===== config.mk =====
export PLATFORM = sky130hd
export DESIGN_NAME = mul_rep_add_seq
export DESIGN_NICKNAME = d
export VERILOG_FILES = /design/src/rtl/mul_rep_add_seq.sv
export SDC_FILE = /design/constraint.sdc
export NUM_CORES = 1
export LEC_CHECK = 0
export ABC_AREA = 1
export CAP_MARGIN = 20
export CORE_MARGIN = 1.5
export CORE_UTILIZATION = 40
export DETAILED_ROUTE_END_ITERATION = 16
export SLEW_MARGIN = 5
export SYNTH_ARGS = -nofsm -noshare
export SYNTH_HDL_FRONTEND = slang
export SYNTH_SLANG_ARGS = --single-unit

===== constraint.sdc =====
create_clock -name clk -period 2.78 [get_ports clk]
set_clock_uncertainty 0.05 [all_clocks]
set_input_delay 0.556 -clock clk [delete_from_list [all_inputs] [get_ports clk]]
set_output_delay 0.556 -clock clk [all_outputs]
set_load 0.05 [all_outputs]

===== src/rtl/mul_rep_add_seq.sv =====
// ---------------------------------------------------------------------------
// mul_rep_add_seq
//
// Sequential WIDTH x WIDTH multiplier that builds the product by repeated
// addition. Operands are captured when the block is idle, reduced to
// magnitudes, and the smaller magnitude is used as the iteration count so
// that the number of additions is min(|A|,|B|). The sign is applied in a
// final step, so one unsigned add loop serves both signed and unsigned modes.
//
// Parameters
//   WIDTH      operand width in bits (2..32)
//   SIGNED_EN  1: signed_mode input is honoured, 0: always unsigned
//
// Ports
//   clk          clock, rising edge
//   rst          synchronous active-high reset
//   start        request, only looked at while idle
//   signed_mode  operands are two's complement (captured with start)
//   a_in, b_in   operands (captured with start)
//   busy         high while an operation is in progress
//   done         one-cycle pulse, product valid from this cycle onward
//   product      registered 2*WIDTH-bit result, held until the next done
// ---------------------------------------------------------------------------
module mul_rep_add_seq #(
  parameter int WIDTH     = 16,
  parameter bit SIGNED_EN = 1'b1
) (
  input  logic                 clk,
  input  logic                 rst,
  input  logic                 start,
  input  logic                 signed_mode,
  input  logic [WIDTH-1:0]     a_in,
  input  logic [WIDTH-1:0]     b_in,
  output logic                 busy,
  output logic                 done,
  output logic [2*WIDTH-1:0]   product
);

  localparam logic [WIDTH-1:0]   ONE_W = WIDTH'(1);
  localparam logic [2*WIDTH-1:0] ONE_P = (2*WIDTH)'(1);

  typedef enum logic [1:0] {
    S_IDLE = 2'd0,
    S_LOAD = 2'd1,
    S_CALC = 2'd2,
    S_SIGN = 2'd3
  } state_t;

  state_t               state_q, state_d;
  logic [WIDTH-1:0]     a_q, a_d;
  logic [WIDTH-1:0]     b_q, b_d;
  logic                 sgn_q, sgn_d;
  logic                 neg_q, neg_d;
  logic [WIDTH-1:0]     cnt_q, cnt_d;
  logic [WIDTH-1:0]     m_q, m_d;
  logic [2*WIDTH-1:0]   p_q, p_d;
  logic [2*WIDTH-1:0]   product_q, product_d;
  logic                 done_q, done_d;

  // Magnitudes of the captured operands. The most negative value maps onto
  // itself, which read as unsigned is exactly 2^(WIDTH-1), so no extra bit
  // is needed.
  logic [WIDTH-1:0] mag_a;
  logic [WIDTH-1:0] mag_b;
  logic             a_neg;
  logic             b_neg;

  assign a_neg = sgn_q & a_q[WIDTH-1];
  assign b_neg = sgn_q & b_q[WIDTH-1];
  assign mag_a = a_neg ? (~a_q + ONE_W) : a_q;
  assign mag_b = b_neg ? (~b_q + ONE_W) : b_q;

  // State and datapath registers
  always_ff @(posedge clk) begin
    if (rst) begin
      state_q   <= S_IDLE;
      a_q       <= '0;
      b_q       <= '0;
      sgn_q     <= 1'b0;
      neg_q     <= 1'b0;
      cnt_q     <= '0;
      m_q       <= '0;
      p_q       <= '0;
      product_q <= '0;
      done_q    <= 1'b0;
    end else begin
      state_q   <= state_d;
      a_q       <= a_d;
      b_q       <= b_d;
      sgn_q     <= sgn_d;
      neg_q     <= neg_d;
      cnt_q     <= cnt_d;
      m_q       <= m_d;
      p_q       <= p_d;
      product_q <= product_d;
      done_q    <= done_d;
    end
  end

  // Next-state and datapath control
  always_comb begin
    state_d   = state_q;
    a_d       = a_q;
    b_d       = b_q;
    sgn_d     = sgn_q;
    neg_d     = neg_q;
    cnt_d     = cnt_q;
    m_d       = m_q;
    p_d       = p_q;
    product_d = product_q;
    done_d    = 1'b0;

    case (state_q)
      S_IDLE: begin
        if (start) begin
          a_d     = a_in;
          b_d     = b_in;
          sgn_d   = signed_mode & SIGNED_EN;
          state_d = S_LOAD;
        end
      end

      S_LOAD: begin
        // A zero operand forces a positive result so -0 never appears.
        neg_d = (a_neg ^ b_neg) & (mag_a != '0) & (mag_b != '0);
        // Counting down the smaller magnitude minimises iterations;
        // a tie counts on B.
        if (mag_a < mag_b) begin
          cnt_d = mag_a;
          m_d   = mag_b;
        end else begin
          cnt_d = mag_b;
          m_d   = mag_a;
        end
        p_d     = '0;
        state_d = S_CALC;
      end

      S_CALC: begin
        if (cnt_q != '0) begin
          p_d   = p_q + {{WIDTH{1'b0}}, m_q};
          cnt_d = cnt_q - ONE_W;
        end else begin
          state_d = S_SIGN;
        end
      end

      S_SIGN: begin
        product_d = neg_q ? (~p_q + ONE_P) : p_q;
        done_d    = 1'b1;
        state_d   = S_IDLE;
      end

      default: begin
        state_d = S_IDLE;
      end
    endcase
  end

  assign busy    = (state_q != S_IDLE);
  assign done    = done_q;
  assign product = product_q;

endmodule


# ---- Yosys cells after proc, flatten, opt, wreduce, memory -nomap -nowiden
# Index checks and enable logic that the tools add are counted.
dict set report totals {
  n_memories 0
  regBits 133
  mem_bits_rw 0
  rom_bits 0
  inputBits 36
  out_inout_bits 34
  latchBits 0
  wordCells 52
}
dict set report op_classes {
  mux 13
  n_eq_ne 6
  bitwise_logic 8
  n_reduce_logical 9
  shift 0
  add_sub_neg 5
  n_lt_le_gt_ge 1
  div_mod_pow 0
  mul 0
}
# op n
set ops {}
lappend ops {{$mux 16} 5}
lappend ops {{$mux 32} 2}
lappend ops {{$pmux 32 s2} 1}
lappend ops {{$reduce_bool 16->1} 3}
lappend ops {{$add 16x1->16 const B} 2}
lappend ops {{$add 32x1->32 const B} 1}
lappend ops {{$add 32x16->32} 1}
lappend ops {{$not 16->16} 2}
lappend ops {{$not 32->32} 1}
lappend ops {{$pmux 16 s2} 1}
lappend ops {{$lt 16x16->1} 1}
lappend ops {{$sub 16x1->16 const B} 1}
lappend ops {{$pmux 2 s4} 1}
lappend ops {{$ne 2x2->1 const B} 3}
lappend ops {{$reduce_and 2->1} 3}
lappend ops {{$and 1x1->1} 4}
lappend ops {{$eq 2x2->1 const B} 2}
lappend ops {{$mux 2} 2}
lappend ops {{$reduce_bool 2->1} 2}
lappend ops {{$eq 2x1->1 const B} 1}
lappend ops {{$logic_not 2->1} 1}
lappend ops {{$mux 1} 1}
lappend ops {{$xor 1x1->1} 1}

# ---- Longest topological paths before layout
dict set report logic_depth {
  word_depth 6
  mapped_depth 20
  depth_no_buf 19
}

# ---- Worst setup path before layout
# No wires, ideal clock.
dict set report synth_timing {
  kind {register to register}
  start {register a_q[1]}
  end {register cnt_q[12]}
  t_arrival_ns 2.505
  required_time_ns 2.613
  stages_incl_launch_ff 19
  path_slack_ns 0.108
  setup_time_ns 0.117
  path_cell_list {dfxtp_1 > inv_1 > ha_1 > nand2_1 > inv_2 > nand2_1 > nand2_1 > nand3_2 > xor2_2 > ha_1 > nand2_1 > inv_1 > nand3_1 > inv_1 > a21oi_2 > clkbuf_1 > nand3_1 > a21oi_1 > nor2_1}
}
dict set report synth_via {
  elab_chain_cells 6
}
# item line
set synth_rtl {}
lappend synth_rtl {{start, declared} 50} ;# logic [WIDTH-1:0] a_q, a_d;
lappend synth_rtl {{start signal, assigned} 77} ;# a_q <= '0;
lappend synth_rtl {{start signal, assigned} 88} ;# a_q <= a_d;
lappend synth_rtl {{$not 16->16} 70} ;# assign mag_a = a_neg ? (~a_q + ONE_W) : a_q;
lappend synth_rtl {{$add 16x1->16} 70}
lappend synth_rtl {{$mux 16 *} 70}
lappend synth_rtl {{$lt 16x16->1} 128} ;# if (mag_a < mag_b) begin
lappend synth_rtl {{$mux 16 *} 128}
lappend synth_rtl {{$pmux 16 s2 *} 113} ;# case (state_q)
lappend synth_rtl {{end signal, assigned} 92} ;# cnt_q <= cnt_d;
lappend synth_rtl {{end, declared} 54} ;# logic [WIDTH-1:0] cnt_q, cnt_d;
# Mark *: on every way between the ends. The rest lies on a longest branch, timed or not.
# A chain may end at the register's enable or synchronous reset.

# ---- Worst setup path in the final report
dict set report layout_timing {
  start {register a_q[0]}
  end {register m_q[0]}
}
dict set report layout_via {
  elab_chain_cells 5
}
# item line
set layout_rtl {}
lappend layout_rtl {{$not 16->16} 70}
lappend layout_rtl {{$add 16x1->16} 70}
lappend layout_rtl {{$mux 16 *} 70}
lappend layout_rtl {{$lt 16x16->1} 128}
lappend layout_rtl {{$mux 16 *} 128}
lappend layout_rtl {{end signal, assigned} 93} ;# m_q <= m_d;
lappend layout_rtl {{end, declared} 55} ;# logic [WIDTH-1:0] m_q, m_d;
# Marked as above.

==> results by group <==
Yosys
  – Mapped Area: 8750 um^2
  – XOR/XNOR Fraction of Synth Area: 3.09%
  – Asr flop ratio synth: 0%
  – Synth warn: 0
  – Mux contribution to synthesized area: 0%
  – Adder-Cell Fraction of Synth Area: 6.23%
  – Average size of a mapped cell: 6.36 um^2
  – Most used DFF post-synth: dfxtp_1
  – Synth Area in Compound Gates: 20.2%
  – Largest family of logic cells by synthesized area: simple AND/OR/NAND/NOR gates
  – Post-synthesis net count: 1455
  – Distinct cells, synth: 46
  – Simple-Gate Fraction of Synth Area: 30.7%
  – Number of synthesized flops with an enable pin: 0
  – Cells after Synth: 1376
  – Post-synthesis sequential area ratio: 30.4%
  – Yosys reg bits: 133

Clock tree
  – Clk sinks: 133
  – CTS tree: done
  – H-tree depth: 4
  – Worst-case clock buffer depth: 2
  – Cts hold-fix bufs: 0
  – Clk slew on worst S/H paths: 60 ps
  – CTS Buf Count: 17
  – Clock tree root buffer cell: clkbuf_16
  – Worst skew pair latency: 430 ps

Final layout
  – Most frequent cells in the layout: nand2_1, a21oi_1, nor2_1
  – Most common cell after layout, fill and taps aside: nand2_1
  – Nets@finish: 1578
  – Layout cells sized above 1: 17.8%
  – Fill count: 2136
  – Area grow syn2layout: 29.6%
  – Ant. Diodes: 0
  – Fin cells: 1787

Global route
  – First-pass GRT wire length: 40.5 mm
  – GRT Util Overall: 22.5%
  – Antenna violations before repair: 0
  – GR Util met3: 3.22%
  – Gr busiest metal: met2
  – Total gr overflow: 0
  – GR Util met2: 39.3%
  – Grt met1 use: 28.2%
  – Vias in the first global route: 8209
  – Largest net degree at the start of global routing: 53

Detailed routing
  – Routed len/inst: 14.5 um
  – Post-DRT Antenna Nets: 0
  – Avg Vias per Cell: 5.14
  – Via count: 9180
  – First-pass detailed-route iteration total: 7
  – Initial DRC count: 589
  – Post-Route WL: 25.9 mm
  – DRC: 0

Timing
  – Maximum clock frequency: 0.369 GHz
  – Hold Slack: 422 ps
  – Final hold violation count: 0
  – Fin crit share: 97.4%
  – Setup TNS: 0 ps
  – Post-layout min period: 2710 ps
  – Setup violators final: 0
  – Max-slew violations: 0
  – Slew @ Worst Pin: 860 ps
  – Worst setup margin: 72.3 ps
  – Slew headroom: 42.6%

Worst setup path
  – WP data required: 3090 ps
  – Crit-path cells: inv_2 -> ha_4 -> nand2_4 -> inv_2 -> nand2_2 -> nand2_4 -> nand3_4 -> xor2_4 -> ha_4 -> nand2_4 -> buf_4 -> o21ai_2 -> a21oi_4 -> nand2_8 -> buf_4 -> o21ai_2 -> nand2_1 -> a21oi_2
  – Worst path max stage delay: 320 ps
  – Worst setup SP type: flop
  – Worst Path Max Fanout: 6
  – CP max stage cell: dfxtp_2
  – Critical Path Most Common Cell: nand2_4
  – Crit path kind: reg -> reg
  – WP data arrival: 3020 ps
  – Setup crit end kind: flop

Place
  – Dpl ws: -58.8 ps
  – GPL Wtd Cong: 0.931
  – Hpwl dp: 19.2 mm
  – Port Buffers: 69
  – Placed instance count: 1738

Min path
  – Hold Path Class: reg -> reg

Power and ir drop
  – Leakage power: 5.05 nW
  – Power Dens Cells: 1060 nW/um^2
  – Tot Pwr: 12.0 mW
  – Max IR drop VDD: 0.000555 V

Floorplanning
  – Site Rows: 53
  – Die Y: 151 um
  – Initial core utilization: 41.2%
  – CORE AREA: 21200 um^2
  – Die area: 22800 um^2
  – # IOs: 70
  – Die W: 151 um

Outcome
  – Status: finished clean

Flow run
  – Max-cap violation count: 0
[synth_stat cells, types with 4 or more instances]
master      n  share of area [%]
nor3_1     12               0.69
nand3b_1    4               0.34
nand2_1   330                 14
inv_1     134                5.7
o21ai_0   109                6.2
dfxtp_1   133                 30
nand3_1    90                5.1
buf_2      15               0.86
buf_4       5               0.43
nor3_2      6               0.69
o21ai_2     6               0.60
a21oi_1   150                8.6
a31oi_1     4               0.29
inv_2      19               0.82
clkbuf_1   32                1.4
ha_1       42                6.0
xor2_1     26                2.6
nor2_1    141                6.0
o211ai_1    6               0.51
nand4_1    14                1.0
o21ai_1    43                2.5
nand2_2    16                1.1
[registers in the layout (all words and copies together), names as in the netlist]
name,count
neg_q,1
done,1
cnt_q,16
state_q,2
b_q,16
p_q,32
m_q,16
sgn_q,1
a_q,16
product,32
[where the power goes]
part	total [mW]	switching [mW]	internal (mW)	leakage, nW
Clock	2.26	0.932	1.33	0.274
Sequential	2.61	0.309	2.31	1.09
Combinational	7.16	4.26	2.90	3.69
[critical path, delay by kind of cell (launching register included)]
family	cells	cell delay, ps
buf+inv	4	440
fa+ha+maj	2	400
compound gates	4	610
simple gates	7	590
xor+xnor	1	240
flops	1	320
[layer usage]
metal  vias up  share of wire, %
li1       4770                 -
met1      4149                45
met2       220                49
met3        41               3.6
met4         0               2.4
met5         -                 0
[cells by family after synthesis]
logic type	Yosys count
AOI/OAI and AO/OA	334
xor gates and xnor gates	30
adders and majority gates	43
buffers and inverters	207
DFF	133
and+or+nand+nor	629
[repair_timing]
| item | CTS | global route |
|---|---|---|
| setup endpoints to repair | 27 | 32 |
| gates cloned | 0 | 7 |
| pin swaps | 0 | 15 |
| gates resized for setup | 8 | 111 |
| setup buffers | 0 | 10 |
[metrics by stage]
step	cell area, um^2	util, %
after floorplan	8750	-
after global placement	10100	47.5
after detailed placement	10100	47.5
after CTS	10700	50.4
after global routing	11300	53.4
final	11300	53.4
[cell type report]
class | count | area [um^2] | share of cell area [%]
sequential | 133 | 2670 | 23.6
clock buffer | 18 | 429 | 3.79
timing repair buffer | 157 | 1450 | 12.8
inverter | 153 | 579 | 5.11
clock inverter | 14 | 149 | 1.31
tap | 275 | 344 | 3.03
multi-input combinational | 1037 | 5710 | 50.4
[path summary, 6_finish.rpt]
| kind | slack [ps] | cells past startpoint | from | to |
|---|---|---|---|---|
| max | 70 | 18 | a_q[0] | m_q[0] |
| min | 420 | 2 | m_q[2] | m_q[2] |
| max reg2reg | 70 | 18 | a_q[0] | m_q[0] |
| min reg2reg | 420 | 2 | m_q[2] | m_q[2] |
No activity file was read; power rests on OpenSTA's default activity.
